File: src/rtl/nand_seq_alu_pkg.sv
// Shared types and helpers for the bit-serial NAND sequencer.
package nand_seq_pkg;

  typedef enum logic [2:0] {
    NAND = 3'd0,
    NOT  = 3'd1,
    AND  = 3'd2,
    OR   = 3'd3,
    XOR  = 3'd4
  } op_e;

  typedef enum logic [1:0] {
    IDLE,
    RUN,
    DONE
  } state_e;

  // NAND evaluations needed per result bit; reserved opcodes take one step.
  function automatic logic [2:0] op_steps(op_e op);
    case (op)
      NAND, NOT: return 3'd1;
      AND:       return 3'd2;
      OR:        return 3'd3;
      XOR:       return 3'd4;
      default:   return 3'd1;
    endcase
  endfunction

  // Opcodes 5..7 are reserved.
  function automatic logic op_reserved(logic [2:0] op);
    return (op > 3'd4);
  endfunction

endpackage

File: src/rtl/nand_seq_alu_gate.sv
// Single two-input NAND gate primitive.
module nand_gate (
  input  logic a,
  input  logic b,
  output logic out
);

  assign out = ~(a & b);

endmodule

File: src/rtl/nand_seq_alu.sv
// Bit-serial word logic unit built from one time-shared NAND gate.
module nand_seq_alu
  import nand_seq_pkg::*;
#(
  parameter int WIDTH = 16
) (
  input  logic             clk,
  input  logic             rst,
  input  logic             in_valid,
  output logic             in_ready,
  input  logic [2:0]       in_op,
  input  logic [WIDTH-1:0] in_a,
  input  logic [WIDTH-1:0] in_b,
  output logic             out_valid,
  input  logic             out_ready,
  output logic [WIDTH-1:0] out_result,
  output logic             out_err,
  output logic             busy
);

  localparam int BW = (WIDTH > 2) ? $clog2(WIDTH) : 1;

  state_e           state;
  op_e              op_r;
  logic [WIDTH-1:0] a_sr;
  logic [WIDTH-1:0] b_sr;
  logic             t1;
  logic             t2;
  logic             t3;
  logic [1:0]       step;
  logic [BW-1:0]    bitcnt;

  logic             ga;
  logic             gb;
  logic             g;
  logic [1:0]       last_step;
  logic             bit_last;
  logic             bit_in;

  nand_gate u_gate (
    .a   (ga),
    .b   (gb),
    .out (g)
  );

  assign in_ready  = (state == IDLE);
  assign out_valid = (state == DONE);
  assign busy      = (state != IDLE);

  assign last_step = 2'(op_steps(op_r) - 3'd1);
  assign bit_last  = (step == last_step);
  // Reserved opcodes discard the gate result.
  assign bit_in    = out_err ? 1'b0 : g;

  // Route shift-register LSBs and temps to the gate for the current step.
  always_comb begin
    ga = 1'b0;
    gb = 1'b0;
    if (state == RUN) begin
      case (op_r)
        NAND: begin ga = a_sr[0]; gb = b_sr[0]; end
        NOT:  begin ga = a_sr[0]; gb = a_sr[0]; end
        AND: begin
          case (step)
            2'd0:    begin ga = a_sr[0]; gb = b_sr[0]; end
            default: begin ga = t1;      gb = t1;      end
          endcase
        end
        OR: begin
          case (step)
            2'd0:    begin ga = a_sr[0]; gb = a_sr[0]; end
            2'd1:    begin ga = b_sr[0]; gb = b_sr[0]; end
            default: begin ga = t1;      gb = t2;      end
          endcase
        end
        XOR: begin
          case (step)
            2'd0:    begin ga = a_sr[0]; gb = b_sr[0]; end
            2'd1:    begin ga = a_sr[0]; gb = t1;      end
            2'd2:    begin ga = b_sr[0]; gb = t1;      end
            default: begin ga = t2;      gb = t3;      end
          endcase
        end
        default: begin ga = a_sr[0]; gb = b_sr[0]; end
      endcase
    end
  end

  // Sequencer: accept, step through NAND evaluations per bit, hold result.
  always_ff @(posedge clk) begin
    if (rst) begin
      state      <= IDLE;
      op_r       <= NAND;
      a_sr       <= '0;
      b_sr       <= '0;
      t1         <= 1'b0;
      t2         <= 1'b0;
      t3         <= 1'b0;
      step       <= '0;
      bitcnt     <= '0;
      out_result <= '0;
      out_err    <= 1'b0;
    end else begin
      case (state)
        IDLE: begin
          if (in_valid) begin
            a_sr       <= in_a;
            b_sr       <= in_b;
            op_r       <= op_e'(in_op);
            out_err    <= op_reserved(in_op);
            out_result <= '0;
            step       <= '0;
            bitcnt     <= '0;
            state      <= RUN;
          end
        end
        RUN: begin
          // Temps are indexed by step; a write on a bit's final step is never read.
          case (step)
            2'd0:    t1 <= g;
            2'd1:    t2 <= g;
            2'd2:    t3 <= g;
            default: ;
          endcase
          if (bit_last) begin
            out_result <= {bit_in, out_result[WIDTH-1:1]};
            a_sr       <= a_sr >> 1;
            b_sr       <= b_sr >> 1;
            step       <= '0;
            bitcnt     <= bitcnt + 1'b1;
            if (bitcnt == BW'(WIDTH - 1))
              state <= DONE;
          end else begin
            step <= step + 2'd1;
          end
        end
        DONE: begin
          if (out_ready)
            state <= IDLE;
        end
        default: state <= IDLE;
      endcase
    end
  end

endmodule

File: config.mk
export PLATFORM = sky130hd
export DESIGN_NAME = nand_seq_alu
export DESIGN_NICKNAME = d
export VERILOG_FILES = /design/src/rtl/nand_seq_alu_pkg.sv /design/src/rtl/nand_seq_alu_gate.sv /design/src/rtl/nand_seq_alu.sv
export SDC_FILE = /design/constraint.sdc
export NUM_CORES = 1
export LEC_CHECK = 0
export BUFFER_PORTS_ARGS = -buffer_cell sky130_fd_sc_hd__buf_4
export CAP_MARGIN = 20
export CORE_ASPECT_RATIO = 1.25
export CORE_MARGIN = 4
export CORE_UTILIZATION = 40
export DETAILED_ROUTE_END_ITERATION = 12
export GPL_ROUTABILITY_DRIVEN = 0
export SYNTH_ARGS = -nofsm -noshare
export SYNTH_HDL_FRONTEND = slang
export SYNTH_SLANG_ARGS = --single-unit
File: constraint.sdc
create_clock -name clk -period 5.35 [get_ports clk]
set_clock_uncertainty 0.2 [all_clocks]
set_input_delay 0.535 -clock clk [delete_from_list [all_inputs] [get_ports clk]]
set_output_delay 0.535 -clock clk [all_outputs]
set_load 0.01 [all_outputs]
# [Yosys cells after proc, flatten, opt, wreduce, memory -nomap -nowiden]
# Index checks and enable logic that the tools add are counted.
[classes] n_lt_le_gt_ge=1 reduce_logical=13 n_bitwise=2 add_sub_neg=3 mux=32 eq_ne=14
[op_table] operator="$mux 16" n=6
[op_table] operator="$pmux 16 s2" n=3
[op_table] operator="$mux 2" n=6
[op_table] operator="$pmux 2 s3" n=2
[op_table] operator="$reduce_and 2->1" n=5
[op_table] operator="$mux 4" n=2
[op_table] operator="$pmux 1 s2" n=4
[op_table] operator="$pmux 4 s2" n=1
[op_table] operator="$eq 3x2->1 const B" n=2
[op_table] operator="$mux 1" n=5
[op_table] operator="$add 4x1->4 const B" n=1
[op_table] operator="$eq 2x1->1 const B" n=2
[op_table] operator="$eq 2x2->1 const B" n=2
[op_table] operator="$eq 4x4->1 const B" n=1
[op_table] operator="$logic_not 2->1" n=2
[op_table] operator="$ne 2x1->1 const B" n=2
[op_table] operator="$ne 2x2->1 const B" n=2
[op_table] operator="$pmux 1 s4" n=1
[op_table] operator="$pmux 2 s2" n=1
[op_table] operator="$reduce_and 4->1" n=1
[op_table] operator="$reduce_bool 2->1" n=2
[op_table] operator="$reduce_or 2->1" n=2
[op_table] operator="$eq 3x1->1 const B" n=1
[op_table] operator="$eq 3x3->1 const B" n=1
[op_table] operator="8 further kinds" n=8
[word_totals] register_bits=63 in_bits=39

# [Logic depth before layout (Yosys ltp)]
[depth] depth_word=10 depth_mapped=8 depth_no_buf=7

# [Hierarchy]
# Synthesis repeated with hierarchy kept, for this count alone.
[hier_totals] cells_unflattened=341 area_unflattened_um2=2910.3
[by_module_without_submodules] module="nand_seq_alu" area_each_um2=2906.5 seq_area_each_um2=1261.2 n_inst=1 cells_each=340
[by_module_without_submodules] module="nand_gate" area_each_um2=3.8 seq_area_each_um2=0.0 n_inst=1 cells_each=1

# [Worst setup path before layout]
# OpenSTA, ideal clock, no wires.
[synth_timing] kind="flip-flop to flip-flop" from="register step[0]" to="register out_result[15]" required_ps=5013 stages_incl_launch_ff=9 path_slack_ps=3117 synth_period_minus_slack_ps=2233 arrival_time_ps=1896 setup_ps=137 cell_sequence="dfxtp_1 inv_1 ha_1 clkbuf_1 nor2_1 nand2_1 a311o_1 a221oi_1 o22ai_1"
[synth_between] elab_chain_len=10
[synth_rtl] element="start: declaration" line_no="nand_seq_alu.sv:30" rtl="logic [1:0] step;"
[synth_rtl] element="start signal: assignment" line_no="nand_seq_alu.sv:134" rtl="step <= step + 2'd1;"
[synth_rtl] element="$eq 2x2->1, or another cell as far along" line_no="nand_seq_alu.sv:77" rtl="case (step)"
[synth_rtl] element="$reduce_or 2->1 (no line)"
[synth_rtl] element="$pmux 1 s2" line_no="nand_seq_alu.sv:77"
[synth_rtl] element="$pmux 1 s4 or $pmux 1 s3 (tied branches)" line_no="nand_seq_alu.sv:60" rtl="case (op_r)"
[synth_rtl] element="$mux 1" line_no="nand_seq_alu.sv:59" rtl="if (state == RUN) begin"
[synth_rtl] element="$and 1x1->1" line_no="nand_seq_alu_gate.sv:8" rtl="assign out = ~(a & b);"
[synth_rtl] element="$not 1->1" line_no="nand_seq_alu_gate.sv:8"
[synth_rtl] element="$mux 1" line_no="nand_seq_alu.sv:53" rtl="assign bit_in = out_err ? 1'b0 : g;"
[synth_rtl] element="$mux 16" line_no="nand_seq_alu.sv:125" rtl="if (bit_last) begin"
[synth_rtl] element="$pmux 16 s2" line_no="nand_seq_alu.sv:104" rtl="case (state)"
[synth_rtl] element="end signal: assignment" line_no="nand_seq_alu.sv:126" rtl="out_result <= {bit_in, out_result[WIDTH-1:1]};"
[synth_rtl] element="end: declaration" line_no="nand_seq_alu.sv:16" rtl="output logic [WIDTH-1:0] out_result,"
# Parallel ways exist; a longest one is shown, timed or not. The select of a mux whose other input is x is not followed.
# A chain may end at the register's enable or synchronous reset.

# [Final worst setup path]
[layout_timing] from="register op_r[2]" to="register a_sr[12]"
[layout_between] elab_chain_len=6
[layout_rtl] element="start: declaration" line_no="nand_seq_alu.sv:24" rtl="op_e op_r;"
[layout_rtl] element="start signal: assignment" line_no="nand_seq_alu.sv:109" rtl="op_r <= op_e'(in_op);"
[layout_rtl] element="$eq 3x3->1 or $eq 3x2->1 (tied branches)" line_no="nand_seq_alu_pkg.sv:20" rtl="case (op)"
[layout_rtl] element="$pmux 2 s3 *" line_no="nand_seq_alu_pkg.sv:20"
[layout_rtl] element="$sub 2x1->2 *" line_no="nand_seq_alu.sv:50" rtl="assign last_step = 2'(op_steps(op_r) - 3'd1);"
[layout_rtl] element="$eq 2x2->1 *" line_no="nand_seq_alu.sv:51" rtl="assign bit_last = (step == last_step);"
[layout_rtl] element="$ne 2x2->1 (no line) *"
[layout_rtl] element="$reduce_and 3->1 (no line) *"
[layout_rtl] element="end signal: assignment" line_no="nand_seq_alu.sv:107" rtl="a_sr <= in_a;"
[layout_rtl] element="end signal: assignment" line_no="nand_seq_alu.sv:127" rtl="a_sr <= a_sr >> 1;"
[layout_rtl] element="end: declaration" line_no="nand_seq_alu.sv:25" rtl="logic [WIDTH-1:0] a_sr;"
# Mark *: on every way between the ends. The rest lies on a longest branch, timed or not.

==> metrics <==
TritonCTS clock tree=built; Critical Path Source Type=flip-flop; htree depth=3; effective utilization at floorplan=approximately two fifths; Period minus WS final=about 2.8 ns; total negative setup slack=0 ns; share of the synthesized area in the top cell type=between 40% and 50%; first-pass GRT wire length=approximately 12000 um; slowest cell delay on critical path=between 0.4 and 0.5 ns; maximum capacitance violations=0; Clk network pwr share=between 30 and 40%; number of rows in the core area=35; net switching fraction of the power=around 28%; count of final hold-check violations=0; fraction of registers with async set or reset after synthesis=0%; critical path cell sequence=or3b_4, a32oi_4, a21oi_4, buf_4, or2_1, buf_16, a311oi_1; count of vias placed by the detailed router=about 2800; total number of nets in the final design=455; Inserted Clock Buffers=9; commonest non-fill, non-tap cell in the layout=sky130_fd_sc_hd__nand2_1; final standard cell utilization of the core=49.3%; Hold-fix buffers, CTS=0; cell area after synthesis=between 0.002 and 0.003 sq mm; slew at the pin closest to its max-slew limit=around 0.74 ns; routed via count divided by cell count=5.44; largest fanout of any net on the critical path=67; worst skew pair latency=roughly 0.33 ns; clk sinks=63; data required time at the worst endpoint=around 5.4 ns; sequential share of power=between 50% and 60%; Core Box Area=between 0.007 and 0.008 sq mm; internal power component=753 uW; antenna violations before repair=0; Max clock buf depth=2; Post-Synthesis Net Count=approximately 420; DRC errors left=0; number of max-slew violations in the final report=0; synth top area cells=sky130_fd_sc_hd__dfxtp_1 42%, sky130_fd_sc_hd__nand2_1 12%, sky130_fd_sc_hd__a311oi_1 8.8%, sky130_fd_sc_hd__nor3_1 5.2%, sky130_fd_sc_hd__a21oi_1 4.9%; number of fillers in the final layout=roughly 750; run status=completed; Crit. path cell count=7; ys flop type=sky130_fd_sc_hd__dfxtp_1; count of buffers from port buffering=58; number of cells on the worst reg-to-reg path=7; synthesized instance count=~370; portion of the post-synthesis area used by sequential elements=a little over two fifths; Final HPWL DP=approximately 4200 um; height of the die=105 um; cell at the slowest stage of the critical path=sky130_fd_sc_hd__dfxtp_1; final global-route overflow total=0; Clk pin slew, worst setup/hold paths=~0.070 ns; number of flops mapped to enable cells by yosys=0; RSZ-0062 raised after global routing=false; Tot GR Track Use=between 10% and 20%; post-cts sizing count=0; relative contribution of combinational cells to total power=about 16%; setup-violating endpoint count in the final report=0; count of routing violations after the opening detailed-route iteration=107; YS warnings=0; Worst Hold Class=in2reg; overall die area=0.00893 sq mm; Unique masters post-synth=40; Post-CTS Setup Bufs=0; portion of the clock cycle consumed by the worst path in the final layout=between 50% and 60%; Area Overhead vs Synth=20.7%; FMAX=about 360 MHz; relative slew slack=50.5%; root buffer cell=sky130_fd_sc_hd__clkbuf_8; most frequent cells in the layout=94 x sky130_fd_sc_hd__nand2_1, 63 x sky130_fd_sc_hd__dfxtp_1, 62 x sky130_fd_sc_hd__buf_4; IR drop worst, VDD=about 0.00014 V; floorplan die width=between 80 and 90 um; number of global-route vias before repair=about 2600; leading area contributor after synthesis=sky130_fd_sc_hd__dfxtp_1; depth of the worst hold-timing path=3; Post-Synthesis Mean Instance Area=about 8 sq um; pwr dens=between 200 and 300 mW/mm^2; arrival time of data at the critical path endpoint=between 2 and 3 ns; static leakage=about 1.4 nW; pin count of the biggest net entering global routing=between 60 and 70; number of detailed-routing iterations run before antenna repair=4; critical path buffer and inverter count=2; type of destination of the critical path=flip-flop; Total Routed Length=~7000 um; # diodes=0; Antenna Violating Nets Remaining=0; reported net switching power=293 uW; class of the most critical setup path=reg2reg; ratio of cells with drive above 1 in the final layout=19.8%; I/O pin cnt=59; cell class contributing the biggest share of worst-path delay=simple AND/OR/NAND/NOR gates; detailed-route wire length per cell=between 10 and 15 um; flip-flop and latch count after synthesis=63; post-route worst hold slack=0.241 ns
worst paths after layout:
check / from / endpoint / slack, ns
setup / recovery: op_r[2]$_SDFFE_PP0P_ / a_sr[12]$_SDFFE_PP0P_ / 2.57
hold reg to reg: out_result[5]$_SDFFE_PP0P_ / out_result[4]$_SDFFE_PP0P_ / 0.27
setup reg to reg: op_r[2]$_SDFFE_PP0P_ / a_sr[12]$_SDFFE_PP0P_ / 2.57
hold / removal: in_a[15] / a_sr[15]$_SDFFE_PP0P_ / 0.24
final cells by class:
type / count / area (sq um) / area share, %
Clock buffer: 11 / 141 / 3.92
Clock inverter: 4 / 22.5 / 0.624
Inverter: 6 / 22.5 / 0.624
Multi-Input combinational cell: 268 / 1550 / 43.0
Sequential cell: 63 / 1260 / 35.0
Tap cell: 92 / 115 / 3.19
Timing Repair Buffer: 63 / 493 / 13.7
cells in the mapped netlist, drive strengths merged (2+ instances only):
| library cell | n |
|---|---|
| dfxtp | 63 |
| a21oi | 30 |
| nor2 | 8 |
| a221oi | 2 |
| a211oi | 5 |
| clkbuf | 27 |
| nand2b | 5 |
| ha | 5 |
| a22oi | 2 |
| nor2b | 4 |
| a311oi | 30 |
| nor3b | 2 |
| nand3 | 4 |
| o21ai | 5 |
| nand2 | 94 |
| inv | 6 |
| nor3 | 31 |
| buf | 7 |
| mux2i | 2 |
| o22ai | 2 |
| nand3b | 19 |
| o211ai | 4 |
sequential cells by signal, indices dropped and copies added (netlist names), 2 cells and up:
register / flops
op_r: 3
out_result: 16
b_sr: 16
state: 2
step: 2
bitcnt: 4
a_sr: 16
worst register-to-register path, cell delays in order, from the launching register on:
cell and delay [ns]:
sky130_fd_sc_hd__dfxtp_1 0.47, sky130_fd_sc_hd__or3b_4 0.45, sky130_fd_sc_hd__a32oi_4 0.32, sky130_fd_sc_hd__a21oi_4 0.08
sky130_fd_sc_hd__buf_4 0.33, sky130_fd_sc_hd__or2_1 0.40, sky130_fd_sc_hd__buf_16 0.21, sky130_fd_sc_hd__a311oi_1 0.23
through the flow:
step,instances,cell area [sq um],setup WS (ns),power (mW)
floorplan,371,2990,3.12,0.653
global placement,491,3420,2.25,0.697
detailed placement,491,3420,2.19,0.700
CTS,506,3580,2.18,1.05
global route,507,3610,2.41,1.10
finish,507,3610,2.57,1.05
logic make-up (layout without fill, tap and decap cells):
| kind of cell | count (synthesis) | count (layout) | synth area share [%] |
|---|---|---|---|
| buffers and inverters | 40 | 84 | 6.19 |
| AND/OR/NAND/NOR | 176 | 176 | 28.3 |
| AO/OA/AOI/OAI | 84 | 84 | 20.3 |
| adder cells (fa/ha/maj) | 5 | 5 | 2.09 |
| flip-flops | 63 | 63 | 42.2 |
| multiplexers | 2 | 2 | 0.670 |
| XOR/XNOR | 1 | 1 | 0.293 |
power groups by stage:
stage / clock network [mW] / registers, mW / logic [mW]
floorplan: 0 / 0.528 / 0.124
global placement: 0 / 0.534 / 0.163
detailed placement: 0 / 0.535 / 0.165
CTS: 0.363 / 0.524 / 0.165
global route: 0.380 / 0.529 / 0.190
finish: 0.352 / 0.524 / 0.170
per-layer routing:
layer / vias up / part of all wire [%] / wire length [um] / global-route usage [%]
li1: 1403 / - / - / -
met1: 1273 / 47 / 3240 / 20.1
met2: 71 / 47 / 3240 / 26.3
met3: 11 / 5.0 / 347 / 3.15
met4: 0 / 1.5 / 107 / 5.77
met5: - / 0 / 0 / 0
Note: power is estimated with default switching activity, not from simulation.
